<file path="src/rtl/sqrt_pkg.sv">
// Shared types and constants for the sqrt operand sequencer.
// Holds the default widths, the job FSM states and a constant-width helper.
package sqrt_pkg;

  localparam int NUM_W_DEF = 7;
  localparam int RES_W_DEF = 4;
  localparam int RES_ERR   = 0;

  typedef enum logic [1:0] {
    IDLE    = 2'd0,
    ISSUE   = 2'd1,
    RELEASE = 2'd2,
    OUT     = 2'd3
  } state_t;

  function automatic int clog2(input int v);
    int r;
    r = 0;
    for (int i = 0; i < 31; i++) begin
      if ((1 << i) < v) r = i + 1;
    end
    return r;
  endfunction

endpackage

</file>
<file path="src/rtl/sqrt_job_feeder_if.sv">
// Bundles the operand input, sqrt-core and result output handshakes of the feeder.
// slave is the feeder's view; master is the surrounding environment's view.
interface sqrt_job_feeder_if #(
  parameter int NUM_W = 7,
  parameter int RES_W = 4
);
  logic             in_valid;
  logic             in_ready;
  logic [NUM_W-1:0] in_num;
  logic             core_start;
  logic [NUM_W-1:0] core_num;
  logic             core_ready;
  logic [RES_W-1:0] core_result;
  logic             out_valid;
  logic             out_ready;
  logic [NUM_W-1:0] out_num;
  logic [RES_W-1:0] out_result;
  logic             out_err;
  logic             busy;

  modport slave (
    input  in_valid, in_num, core_ready, core_result, out_ready,
    output in_ready, core_start, core_num, out_valid, out_num, out_result, out_err, busy
  );

  modport master (
    output in_valid, in_num, core_ready, core_result, out_ready,
    input  in_ready, core_start, core_num, out_valid, out_num, out_result, out_err, busy
  );
endinterface

</file>
<file path="src/rtl/sqrt_op_fifo.sv">
// Operand FIFO, DEPTH x NUM_W, with asynchronous clear of the pointers.
// Head entry is visible combinationally; full/empty use an extra pointer bit.
module sqrt_op_fifo
  import sqrt_pkg::*;
#(
  parameter int DEPTH = 4,
  parameter int NUM_W = 7
) (
  input  logic             clk,
  input  logic             clear,
  input  logic             push,
  input  logic [NUM_W-1:0] push_data,
  input  logic             pop,
  output logic [NUM_W-1:0] head,
  output logic             full,
  output logic             empty
);

  localparam int AW = clog2(DEPTH);

  logic [AW:0]      wr_ptr;
  logic [AW:0]      rd_ptr;
  logic [NUM_W-1:0] mem [DEPTH];
  logic             do_push;
  logic             do_pop;

  assign do_push = push & ~full;
  assign do_pop  = pop & ~empty;

  always_ff @(posedge clk or posedge clear) begin
    if (clear) begin
      wr_ptr <= '0;
      rd_ptr <= '0;
    end else begin
      if (do_push) wr_ptr <= wr_ptr + 1'b1;
      if (do_pop)  rd_ptr <= rd_ptr + 1'b1;
    end
  end

  // Storage carries data only, so it is left out of the clear.
  always_ff @(posedge clk) begin
    if (do_push) mem[wr_ptr[AW-1:0]] <= push_data;
  end

  assign head  = mem[rd_ptr[AW-1:0]];
  assign empty = (wr_ptr == rd_ptr);
  assign full  = (wr_ptr[AW] != rd_ptr[AW]) && (wr_ptr[AW-1:0] == rd_ptr[AW-1:0]);

endmodule

</file>
<file path="src/rtl/sqrt_job_feeder.sv">
// Sequences buffered operands into the sqrt core one job at a time and hands
// each captured result downstream; a watchdog turns a silent core into an error result.
module sqrt_job_feeder
  import sqrt_pkg::*;
#(
  parameter int NUM_W   = NUM_W_DEF,
  parameter int RES_W   = RES_W_DEF,
  parameter int DEPTH   = 4,
  parameter int TIMEOUT = 64
) (
  input  logic             clk,
  input  logic             clear,
  sqrt_job_feeder_if.slave bus
);

  localparam int                CNT_W    = clog2(TIMEOUT) + 1;
  localparam logic [CNT_W-1:0]  CNT_LAST = CNT_W'(TIMEOUT - 1);
  localparam logic [CNT_W-1:0]  CNT_MAX  = '1;

  state_t           state;
  state_t           state_nx;
  logic [CNT_W-1:0] cnt;
  logic [NUM_W-1:0] core_num_q;
  logic [NUM_W-1:0] out_num_q;
  logic [RES_W-1:0] out_res_q;
  logic             out_err_q;
  logic [NUM_W-1:0] head;
  logic             full;
  logic             empty;
  logic             pop;
  logic             cap_ok;
  logic             cap_err;

  sqrt_op_fifo #(
    .DEPTH (DEPTH),
    .NUM_W (NUM_W)
  ) u_fifo (
    .clk       (clk),
    .clear     (clear),
    .push      (bus.in_valid),
    .push_data (bus.in_num),
    .pop       (pop),
    .head      (head),
    .full      (full),
    .empty     (empty)
  );

  always_ff @(posedge clk or posedge clear) begin
    if (clear) state <= IDLE;
    else       state <= state_nx;
  end

  always_comb begin
    state_nx = state;
    pop      = 1'b0;
    cap_ok   = 1'b0;
    cap_err  = 1'b0;
    case (state)
      IDLE: begin
        if (!empty) begin
          pop      = 1'b1;
          state_nx = ISSUE;
        end
      end
      ISSUE: begin
        // A late ready wins over the watchdog in the same cycle.
        if (bus.core_ready) begin
          cap_ok   = 1'b1;
          state_nx = RELEASE;
        end else if (cnt == CNT_LAST) begin
          cap_err  = 1'b1;
          state_nx = RELEASE;
        end
      end
      RELEASE: begin
        // Wait out a ready still held from this job so the next one cannot see it.
        if (!bus.core_ready) state_nx = OUT;
      end
      OUT: begin
        if (bus.out_ready) state_nx = IDLE;
      end
      default: state_nx = IDLE;
    endcase
  end

  always_ff @(posedge clk or posedge clear) begin
    if (clear) begin
      cnt        <= '0;
      core_num_q <= '0;
      out_num_q  <= '0;
      out_res_q  <= '0;
      out_err_q  <= 1'b0;
    end else begin
      if (pop) begin
        core_num_q <= head;
        cnt        <= '0;
      end else if (state == ISSUE && cnt != CNT_MAX) begin
        cnt <= cnt + 1'b1;
      end
      if (cap_ok) begin
        out_res_q <= bus.core_result;
        out_num_q <= core_num_q;
        out_err_q <= 1'b0;
      end else if (cap_err) begin
        out_res_q <= RES_W'(RES_ERR);
        out_num_q <= core_num_q;
        out_err_q <= 1'b1;
      end
    end
  end

  assign bus.in_ready   = ~full;
  assign bus.core_start = (state == ISSUE);
  assign bus.core_num   = core_num_q;
  assign bus.out_valid  = (state == OUT);
  assign bus.out_num    = out_num_q;
  assign bus.out_result = out_res_q;
  assign bus.out_err    = out_err_q;
  assign bus.busy       = (state != IDLE) || !empty;

endmodule

</file>
<file path="src/flat_wrapper.sv">
// flat-port wrapper written by rule: the top's interface ports become plain ports
module sqrt_job_feeder_flat import sqrt_pkg::*;
#(
  parameter int NUM_W   = NUM_W_DEF,
  parameter int RES_W   = RES_W_DEF,
  parameter int DEPTH   = 4,
  parameter int TIMEOUT = 64
)
  (clk, clear, bus_in_valid, bus_in_num, bus_core_ready, bus_core_result, bus_out_ready, bus_in_ready, bus_core_start, bus_core_num, bus_out_valid, bus_out_num, bus_out_result, bus_out_err, bus_busy);
  sqrt_job_feeder_if #(.NUM_W(NUM_W), .RES_W(RES_W)) bus_i ();
  input  logic clk;
  input  logic clear;
  input wire logic [$bits(bus_i.in_valid)-1:0] bus_in_valid;
  input wire logic [$bits(bus_i.in_num)-1:0] bus_in_num;
  input wire logic [$bits(bus_i.core_ready)-1:0] bus_core_ready;
  input wire logic [$bits(bus_i.core_result)-1:0] bus_core_result;
  input wire logic [$bits(bus_i.out_ready)-1:0] bus_out_ready;
  output wire logic [$bits(bus_i.in_ready)-1:0] bus_in_ready;
  output wire logic [$bits(bus_i.core_start)-1:0] bus_core_start;
  output wire logic [$bits(bus_i.core_num)-1:0] bus_core_num;
  output wire logic [$bits(bus_i.out_valid)-1:0] bus_out_valid;
  output wire logic [$bits(bus_i.out_num)-1:0] bus_out_num;
  output wire logic [$bits(bus_i.out_result)-1:0] bus_out_result;
  output wire logic [$bits(bus_i.out_err)-1:0] bus_out_err;
  output wire logic [$bits(bus_i.busy)-1:0] bus_busy;
  assign bus_i.in_valid = bus_in_valid;
  assign bus_i.in_num = bus_in_num;
  assign bus_i.core_ready = bus_core_ready;
  assign bus_i.core_result = bus_core_result;
  assign bus_i.out_ready = bus_out_ready;
  assign bus_in_ready = bus_i.in_ready;
  assign bus_core_start = bus_i.core_start;
  assign bus_core_num = bus_i.core_num;
  assign bus_out_valid = bus_i.out_valid;
  assign bus_out_num = bus_i.out_num;
  assign bus_out_result = bus_i.out_result;
  assign bus_out_err = bus_i.out_err;
  assign bus_busy = bus_i.busy;
  sqrt_job_feeder #(.NUM_W(NUM_W), .RES_W(RES_W), .DEPTH(DEPTH), .TIMEOUT(TIMEOUT)) u_core (.clk(clk), .clear(clear), .bus(bus_i));
endmodule
</file>
<file path="config.mk">
export PLATFORM = sky130hd
export DESIGN_NAME = sqrt_job_feeder_flat
export DESIGN_NICKNAME = d
export VERILOG_FILES = /design/src/rtl/sqrt_pkg.sv /design/src/rtl/sqrt_job_feeder_if.sv /design/src/rtl/sqrt_op_fifo.sv /design/src/rtl/sqrt_job_feeder.sv /design/src/flat_wrapper.sv
export SDC_FILE = /design/constraint.sdc
export NUM_CORES = 1
export LEC_CHECK = 0
export ABC_AREA = 1
export BUFFER_PORTS_ARGS = -buffer_cell sky130_fd_sc_hd__buf_2
export CORE_UTILIZATION = 51
export CTS_BUF_LIST = sky130_fd_sc_hd__clkbuf_4 sky130_fd_sc_hd__clkbuf_8 sky130_fd_sc_hd__clkbuf_16
export DETAILED_ROUTE_END_ITERATION = 10
export GPL_ROUTABILITY_DRIVEN = 0
export PLACE_DENSITY = 0.75
export SLEW_MARGIN = 5
export SYNTH_ARGS = -nofsm -noshare
export SYNTH_HDL_FRONTEND = slang
export SYNTH_SLANG_ARGS = --single-unit
</file>
<file path="constraint.sdc">
create_clock -name clk -period 1.5 [get_ports clk]
set_input_delay 0.3 -clock clk [delete_from_list [all_inputs] [get_ports clk]]
set_output_delay 0.3 -clock clk [all_outputs]
set_load 0.05 [all_outputs]
</file>
==> results_dict.tcl, run 1 <==
set metrics [dict create \
    via_count 2237 \
    die_area_um2 5793 \
    core_um2 5205 \
    yosysTopAreaCell "dfrtp_1" \
    start_util 0.5382 \
    finalCritPeriodShare 1.134 \
    worst_pin_slew_ns 0.4254 \
    dieHeight_um 76.12 \
    grt_setup_unrepaired "yes" \
    ios 39 \
    syn_nets 315 \
    powerDensity_nw_per_um2 2325 \
    setup_violations 3 \
    synth_area_um2 2801 \
    min_path_type "input pin to async pin" \
    via_per_inst 5.143 \
    dr.pass1.iters 4 \
    startpoint "u_core.u_fifo.rd_ptr[0]$_DFFE_PP0P_" \
    crit_slowest_cell "dfrtp_1" \
    place_area_um2 3193 \
    stdcell_area_um2 3711 \
    grt_usage 0.2211 \
    reg2reg_from "u_core.u_fifo.wr_ptr[1]$_DFFE_PP0N_" \
    setup_slack_ns -0.2011 \
    period_minus_slack_ns 1.701 \
    finalMaxSlewViolations 0 \
    finalWirelength_mm 5.895 \
    p_leak_nw 1.736 \
    cap_violations 0 \
    clk_latency_ns 0.34 \
    tritoncts "yes" \
    grt_pass1_vias 2118 \
    final_nets 386 \
    finalSetupTns_ns -0.4340 \
    mostFrequentLayoutCells "nand2_1 (78), buf_2 (34), dfrtp_1 (32)" \
    grt_pass1_wl_mm 9.887 \
    drc 0 \
    root_buffer "clkbuf_8" \
    seq_area_frac_synth 0.6038 \
    worst_slew_margin_rel 0.7164 \
    final-hold-violation-count 0 \
    synth.top_cells.by_area "dfrtp_1 (30%), edfxtp_1 (30%), nand2_1 (11%)" \
    violations "negative setup slack" \
    die-width_um 76.12 \
    syn-instance-count 289 \
    critPathTopFamily "flip-flops" \
    clkTransAtPathRegs_ns 0.08 \
    hpwl_mm 3.685 \
    status "complete, but fails checks" \
    fmax_mhz 587.9 \
    final_common_cell "nand2_1" \
    cp_data_arrival_time_ns 1.40 \
    num_rows 26 \
    critPathMostFrequentCell "buf_6" \
    crit_required_ns 1.20 \
    htree_num_levels 3 \
    postRouteAntennaNets 0 \
    numClockSinks 62 \
    cp-end-kind "output pin" \
    io_buffers 38 \
    wl_per_cell_um 13.55 \
    worstPathMaxFanout 3 \
    crit_chain "inv_2 > nand2_2 > nand2_4 > buf_6 > nand4_1 > buf_6" \
    yosysWarningCount 0 \
    start_kind "flop" \
    drive_gt1_frac 0.3260 \
    syn_avg_cell_area_um2 9.694 \
    path_class "flop to output pin" \
    hold_buffers 0 \
    antenna_found_initial 0 \
    grt_overflow 0 \
    ys_ff_latch 62 \
    area_growth_pct 32.47 \
    grt_start_max_net_pins 35 \
    fin_skew_ns 0.006670 \
    dr.first_iter.drc_count 161 \
    ir_drop_v 0.001209 \
    synthDistinctLibCells 27 \
    cpPeakStageDelay_ns 0.41 \
    synth_top_area_share 0.3037 \
    n_antenna_cell 0 \
    cts_buffers 9 \
    critical_path_buf_inv_count 3 \
    clockBufferDepth 2 \
]
worst register-to-register path: cells and delay by family (launching register included):
family | cells | cell delay (ns)
fa+ha+maj | 1 | 0.16
buf+inv | 3 | 0.33
flops | 1 | 0.44
simple gates | 1 | 0.21
final cells by class:
type / instances / area [um^2]
clock buffer: 9 / 123.9
sequential: 62 / 1694
fill: 362 / 1494
clock inverter: 7 / 96.34
tap: 70 / 87.58
multi-input combinational: 190 / 1116
timing repair buffer: 68 / 481.7
inverter: 29 / 111.4
logic make-up (layout without fill, tap and decap cells):
logic type | after synthesis | count (layout) | share of synthesized area
xor gates and xnor gates | 3 | 3 | 0.01608
and+or+nand+nor | 149 | 149 | 0.2238
DFF | 62 | 62 | 0.6038
buffers and inverters | 37 | 113 | 0.05627
AOI/OAI and AO/OA | 28 | 28 | 0.05538
adders and majority gates | 10 | 10 | 0.04466
metal layers:
metal  GRT usage  up-vias  routed length [um]
met5           0        -                   0
met1      0.2717     1065                2574
met3     0.04551       20                 264
li1            -     1090                   -
met4      0.1212        0                 157
met2      0.3664       62                2899
state kept, by name (all words and copies together), names as in the netlist:
name	flops
u_core.u_fifo.mem	28
u_core.cnt	7
u_core.bus.core_num	7
u_core.bus.out_num	7
u_core.bus.out_result	4
u_core.state	2
u_core.u_fifo.wr_ptr	3
u_core.u_fifo.rd_ptr	3
u_core.bus.out_err	1
metrics by stage:
step / setup slack [ns] / util / hold slack [ns] / total power, mW / std cells
2_1_floorplan: -0.1841 / - / 0.3989 / 5.403 / 289
3_3_place_gp: 0.08658 / 0.6135 / 0.4133 / 6.204 / 405
3_5_place_dp: 0.03411 / 0.6135 / 0.4169 / 6.304 / 405
4_1_cts: -0.2050 / 0.6909 / 0.04740 / 8.479 / 432
5_1_grt: -0.2602 / 0.7130 / 0.07848 / 9.175 / 435
6_report: -0.2011 / 0.7130 / 0.03383 / 8.627 / 435
power by group:
group / leakage, nW / internal, mW / switching, mW
sequential: 0.689 / 2.32 / 0.317
clock: 0.104 / 0.940 / 0.700
combinational: 0.943 / 1.58 / 2.77
cell usage after synthesis:
cell,instances
a21oi_1,1
buf_6,1
nand2_1,84
o21ai_0,17
nand3_2,2
nand2_2,1
or2_2,1
nand4_1,3
xnor2_1,2
o21ai_1,1
buf_2,3
buf_4,2
o22ai_1,7
clkbuf_1,1
a21oi_2,1
nand3_1,27
nor3_1,1
nand2_4,1
edfxtp_1,28
dfrtp_1,34
buf_1,1
o211ai_1,1
ha_1,10
nor2_1,29
xnor2_4,1
inv_2,2
inv_1,27
path summary, 6_finish.rpt:
| path | end | slack (ns) | cells after the start |
|---|---|---|---|
| setup / recovery | bus_busy | -0.20 | 6 |
| hold / removal | u_core.state[1]$_DFFE_PP0P_ | 0.03 | 3 |
| setup reg to reg | u_core.u_fifo.mem[1][4]$_DFFE_PP_ | 0.05 | 5 |
| hold reg to reg | u_core.bus.out_err$_DFFE_PP0P_ | 0.49 | 2 |
| max in group asynchronous | u_core.u_fifo.rd_ptr[1]$_DFFE_PP0P_ | 1.14 | 3 |
| min in group clk | u_core.u_fifo.mem[1][3]$_DFFE_PP_ | 0.17 | 1 |
timing repair:
action                                  4_1_cts  5_1_grt
gates resized for setup                      29       23
pin swaps                                     5       14
setup buffers                                11        7
endpoints found under the setup margin        4       60
Power figures use the tool's default switching activity.
==> run 2: changes to the inputs <==
--- a/config.mk
+++ b/config.mk
@@ -12,7 +12,9 @@
 export DETAILED_ROUTE_END_ITERATION = 10
 export GPL_ROUTABILITY_DRIVEN = 0
 export PLACE_DENSITY = 0.75
+export SETUP_SLACK_MARGIN = 0.05
 export SLEW_MARGIN = 5
 export SYNTH_ARGS = -nofsm -noshare
 export SYNTH_HDL_FRONTEND = slang
 export SYNTH_SLANG_ARGS = --single-unit
+export TNS_END_PERCENT = 100
==> constraint.sdc (replaced) <==
create_clock -name clk -period 1.4 [get_ports clk]
set_input_delay 0.28 -clock clk [delete_from_list [all_inputs] [get_ports clk]]
set_output_delay 0.28 -clock clk [all_outputs]
set_load 0.05 [all_outputs]
==> run 2 against run 1 <==
- the flow still finishes with violations (negative setup slack)
- non-clock buffer count up 15
- sequential share of layout area fell by 2.6 points
- global-route usage is 1.5 points higher
- critical path depth down 2
- sequential power increased by 9.5%
- cell count rose by 3.7%
- clock skew down 0.00096 ns
- critical endpoint unchanged
- highest routed layer unchanged
==> results_dict.tcl, run 2 (same netlist as run 1, synthesis figures left out) <==
set metrics [dict create \
    status "complete, but fails checks" \
    violations "negative setup slack" \
    htree_num_levels 3 \
    root_buffer "clkbuf_8" \
    p_sw_mw 4.264 \
    swShare 0.4417 \
    cp-end-kind "output pin" \
    postRouteAntennaNets 0 \
    mostFrequentLayoutCells "nand2_1 (71), buf_2 (34), dfrtp_1 (32)" \
    drc 0 \
    fmax_mhz 594.8 \
    ios 39 \
    clockBufferDepth 2 \
    dp_cells 413 \
    via_per_inst 5.137 \
    final_common_cell "nand2_1" \
    cts_buffers 9 \
    die-width_um 76.12 \
    fin_skew_ns 0.005709 \
    dr.first_iter.drc_count 156 \
    power_frac_clock 0.160 \
    setup_slack_ns -0.2814 \
    finalMaxSlewViolations 0 \
    num-fill-cells 342 \
    grt_pass1_wl_mm 10.54 \
    stdcell_count 451 \
    dr.pass1.iters 5 \
    io_buffers 38 \
    grt_pass1_vias 2275 \
    p_int_mw 5.388 \
    final-hold-violation-count 0 \
    tritoncts "yes" \
    finalSetupTns_ns -6.150 \
    detailedPlace.worstSlack_ns -0.03205 \
    grt_setup_unrepaired "yes" \
    cp_data_arrival_time_ns 1.40 \
    largest_reg_flops 28 \
    final_nets 402 \
    numClockSinks 62 \
    ff_latch_area_um2 1694 \
    finalWirelength_mm 6.540 \
    crit_required_ns 1.12 \
    grt_overflow 0 \
    combPwrFrac 0.541 \
    clk_latency_ns 0.34 \
    drive_gt1_frac 0.3990 \
    seq_power_share 0.299 \
    worst_slew_margin_rel 0.7055 \
    finalCritPeriodShare 1.201 \
    num_rows 26 \
    grt_usage 0.2364 \
    grt_start_max_net_pins 35 \
    path_class "flop to output pin" \
    cap_violations 0 \
    via_count 2317 \
    n_antenna_cell 0 \
    wl_per_cell_um 14.50 \
    dieHeight_um 76.12 \
    antenna_found_initial 0 \
    ir_drop_v 0.001153 \
    clkTransAtPathRegs_ns 0.07 \
    core_um2 5205 \
    area_growth_pct 40.60 \
    die_area_um2 5793 \
    setup_violations 61 \
    holdWs_ns 0.02357 \
    p_leak_nw 1.847 \
    period_minus_slack_ns 1.681 \
    powerDensity_nw_per_um2 2450 \
    worst_pin_slew_ns 0.4418 \
    start_util 0.5382 \
    hpwl_mm 3.830 \
    worstPathMaxFanout 3 \
    start_kind "flop" \
    min_path_type "input pin to async pin" \
    multi_input_area_um2 1217 \
]
## run 2: timing repair
action                     CTS  global route
cloned                       2             0
hold buffers                 0             0
resized for setup           57            26
pin swaps                   12            16
buffers inserted            15             8
setup endpoints to repair   49            66
## run 2: path summary, 6_finish.rpt
| path | cells after the start | endpoint | startpoint | slack (ns) |
|---|---|---|---|---|
| min in group clk | 1 | u_core.u_fifo.mem[1][3]$_DFFE_PP_ | bus_in_num[3] | 0.16 |
| setup reg to reg | 6 | u_core.u_fifo.mem[0][6]$_DFFE_PP_ | u_core.u_fifo.rd_ptr[1]$_DFFE_PP0P_ | -0.13 |
| hold / removal | 3 | u_core.u_fifo.rd_ptr[2]$_DFFE_PP0P_ | clear | 0.02 |
| hold reg to reg | 2 | u_core.bus.out_err$_DFFE_PP0P_ | u_core.bus.out_err$_DFFE_PP0P_ | 0.49 |
| setup / recovery | 4 | bus_busy | u_core.state[0]$_DFFE_PP0P_ | -0.28 |
| max in group asynchronous | 3 | u_core.u_fifo.rd_ptr[1]$_DFFE_PP0P_ | clear | 1.05 |
## run 2: metrics by stage
stage / instance area [um^2] / util / power [mW]
detailed placement: 3253 / 0.6250 / 6.855
global route: 3939 / 0.7567 / 10.27
floorplan: 2848 / - / 5.789
global placement: 3253 / 0.6250 / 6.726
finish: 3939 / 0.7567 / 9.652
CTS: 3795 / 0.7291 / 9.255
## run 2: final cells by class
type / instances / area share
clock buffer: 9 / 0.03145
sequential: 62 / 0.4301
inverter: 29 / 0.02891
multi-input combinational: 191 / 0.3091
timing repair buffer: 83 / 0.1598
tap: 70 / 0.02224
clock inverter: 7 / 0.01842
## run 2: metal layers
metal	up-vias	track usage	share of wire
met4	0	0.1096	0.020
met2	81	0.3882	0.50
met5	-	0	0
li1	1124	-	-
met1	1100	0.2927	0.42
met3	12	0.06228	0.056
## run 2: power groups by stage
| stage | Clock [mW] | Sequential [mW] | Combinational (mW) |
|---|---|---|---|
| after floorplan | 0 | 3.62 | 2.17 |
| after global placement | 0 | 2.85 | 3.88 |
| after detailed placement | 0 | 2.86 | 4.00 |
| after CTS | 1.57 | 2.84 | 4.85 |
| after global routing | 1.66 | 2.94 | 5.66 |
| final | 1.54 | 2.89 | 5.22 |
## run 2: critical path: stages (launching register included)
cell     delay [ns]
dfrtp_1        0.42
inv_1          0.13
ha_4           0.16
nand4_1        0.16
buf_6          0.20
==> run 3: changes to the inputs <==
--- a/config.mk
+++ b/config.mk
@@ -11,7 +11,7 @@
 export CTS_BUF_LIST = sky130_fd_sc_hd__clkbuf_4 sky130_fd_sc_hd__clkbuf_8 sky130_fd_sc_hd__clkbuf_16
 export DETAILED_ROUTE_END_ITERATION = 10
 export GPL_ROUTABILITY_DRIVEN = 0
-export PLACE_DENSITY = 0.75
+export PLACE_DENSITY = 0.79
 export SETUP_SLACK_MARGIN = 0.05
 export SLEW_MARGIN = 5
 export SYNTH_ARGS = -nofsm -noshare
==> constraint.sdc (replaced) <==
create_clock -name clk -period 1.4 [get_ports clk]
set_input_delay 0.14 -clock clk [delete_from_list [all_inputs] [get_ports clk]]
set_output_delay 0.14 -clock clk [all_outputs]
set_load 0.05 [all_outputs]
==> run 3 against run 2 <==
- power is 0.23% lower
- clock power is 15% higher
- core utilization is 1.1 points lower
- combinational power is 4.6% lower
- setup slack better by 0.13 ns
- highest routed layer unchanged
- critical path type unchanged
- the flow still finishes with violations (negative setup slack)
- first-iteration DRC count is 18% lower
==> results_dict.tcl, run 3 (same netlist as run 1, synthesis figures left out) <==
set metrics [dict create \
    fin_skew_ns 0.006210 \
    reg2reg_from "u_core.u_fifo.rd_ptr[2]$_DFFE_PP0P_" \
    grt_pass1_vias 2259 \
    timing.rr.end "u_core.u_fifo.mem[3][3]$_DFFE_PP_" \
    io_buffers 38 \
    cp-end-kind "output pin" \
    reg2reg_slack_ns -0.07 \
    place_area_um2 3231 \
    die-width_um 76.12 \
    critPathTopFamily "flip-flops" \
    status "complete, but fails checks" \
    swShare 0.4321 \
    wl_per_cell_um 14.33 \
    seq_power_share 0.299 \
    finalCritPeriodShare 1.105 \
    worst_pin_slew_ns 0.4346 \
    violations "negative setup slack" \
    min_path_type "input pin to flop" \
    dr.pass1.iters 4 \
    grt_usage 0.2345 \
    cp_data_arrival_time_ns 1.41 \
    drc 0 \
    crit_end "bus_busy" \
    cts_buffers 9 \
    postRouteAntennaNets 0 \
    final_nets 398 \
    num_rows 26 \
    final-hold-violation-count 0 \
    largest_reg_flops 28 \
    clkTransAtPathRegs_ns 0.07 \
    n_antenna_cell 0 \
    worstPathMaxFanout 4 \
    finalWirelength_mm 6.407 \
    grt_pass1_wl_mm 10.41 \
    combPwrFrac 0.517 \
    die_area_um2 5793 \
    ff2ff_path_depth 8 \
    p_sw_mw 4.161 \
    cap_violations 0 \
    holdWs_ns 0.02594 \
    hpwl_mm 4.063 \
    crit_required_ns 1.26 \
    clockBufferDepth 2 \
    grt_overflow 0 \
    worst-path-stages 4 \
    grt_setup_unrepaired "yes" \
    period_minus_slack_ns 1.547 \
    mostFrequentLayoutCells "nand2_1 (74), buf_2 (34), dfrtp_1 (32)" \
    cpPeakStageDelay_ns 0.41 \
    dr.first_iter.drc_count 128 \
    tritoncts "yes" \
    via_per_inst 5.096 \
    worst_slew_margin_rel 0.7103 \
    num-fill-cells 345 \
    ir_drop_v 0.001363 \
    power_frac_clock 0.184 \
    antenna_found_initial 0 \
    via_count 2278 \
    area_growth_pct 38.59 \
    crit_chain "inv_2 > ha_4 > nand4_1 > buf_6" \
    stdcell_area_um2 3882 \
    finalMaxSlewViolations 0 \
    dieHeight_um 76.12 \
    start_util 0.5382 \
    start_kind "flop" \
    numClockSinks 62 \
    p_int_mw 5.469 \
    ios 39 \
    htree_num_levels 3 \
    core_um2 5205 \
    root_buffer "clkbuf_8" \
    setup_violations 39 \
    critical_path_buf_inv_count 2 \
    grt_start_max_net_pins 35 \
    startpoint "u_core.state[1]$_DFFE_PP0P_" \
    path_class "flop to output pin" \
    setup_slack_ns -0.1466 \
    final_common_cell "nand2_1" \
    p_leak_nw 1.821 \
    final_core_util 0.7459 \
    drive_gt1_frac 0.3899 \
    detailedPlace.worstSlack_ns -0.01504 \
    clk_latency_ns 0.34 \
    fmax_mhz 646.6 \
    crit_slowest_cell "dfrtp_1" \
    powerDensity_nw_per_um2 2480 \
]
==> run 3: worst min-delay path by stage <==
stage / from / slack [ns] / depth (start not counted) / to
5_1_grt: bus_in_num[2] / 0.02 / 1 / u_core.u_fifo.mem[1][2]$_DFFE_PP_
6_report: bus_in_num[6] / 0.03 / 1 / u_core.u_fifo.mem[1][6]$_DFFE_PP_
3_5_place_dp: clear / 0.26 / 3 / u_core.state[0]$_DFFE_PP0P_
3_3_place_gp: clear / 0.25 / 3 / u_core.u_fifo.wr_ptr[2]$_DFFE_PP0N_
2_1_floorplan: bus_in_num[0] / 0.24 / 0 / u_core.u_fifo.mem[0][0]$_DFFE_PP_
4_1_cts: bus_in_num[6] / 0.01 / 1 / u_core.u_fifo.mem[1][6]$_DFFE_PP_
==> run 3: metal layers <==
metal / up-vias / part of all wire / track usage
met2: 82 / 0.50 / 0.3936
met3: 18 / 0.045 / 0.05150
li1: 1119 / - / -
met4: 0 / 0.026 / 0.1058
met5: - / 0 / 0
met1: 1059 / 0.43 / 0.2907
==> run 3: power by group through the flow <==
stage | Sequential, mW | Clock (mW) | Combinational [mW]
floorplan | 3.62 | 0 | 2.17
global placement | 2.86 | 0 | 3.80
detailed placement | 2.89 | 0 | 3.91
CTS | 2.85 | 1.79 | 4.66
global route | 2.93 | 1.86 | 5.43
finish | 2.88 | 1.77 | 4.98
==> run 3: final cells by class <==
class                   count  area, um^2  share of cell area
clock buffers              10       131.4             0.03384
clock inverters             6       95.09             0.02449
inverters                  29       113.9             0.02933
multi-input cells         191        1175              0.3026
flip-flops and latches     62        1694              0.4364
well taps                  70       87.58             0.02256
repair buffers             79       585.6              0.1508
==> run 3: metrics by stage <==
step	setup TNS, ns	cells	power, mW
after global routing	-6.899	447	10.23
after floorplan	-8.816	289	5.789
after detailed placement	-0.2747	410	6.793
after global placement	0	410	6.658
after CTS	-1.812	441	9.304
final	-2.160	447	9.630
==> run 3: worst register-to-register path, cell delays in order (launching register included) <==
cell and delay, ns:
dfrtp_1 0.43, inv_2 0.08, nand2_2 0.04, nand2_2 0.07
inv_1 0.05, nand3_2 0.08, buf_4 0.14, nand2_8 0.08
nor2_4 0.20
==> run 3: what timing repair did <==
action	CTS	global route
endpoints found under the hold margin	34	0
resized for setup	41	33
gates cloned	0	2
setup endpoints to repair	58	66
setup buffers	14	4
hold buffers	1	0
pin swaps	8	6
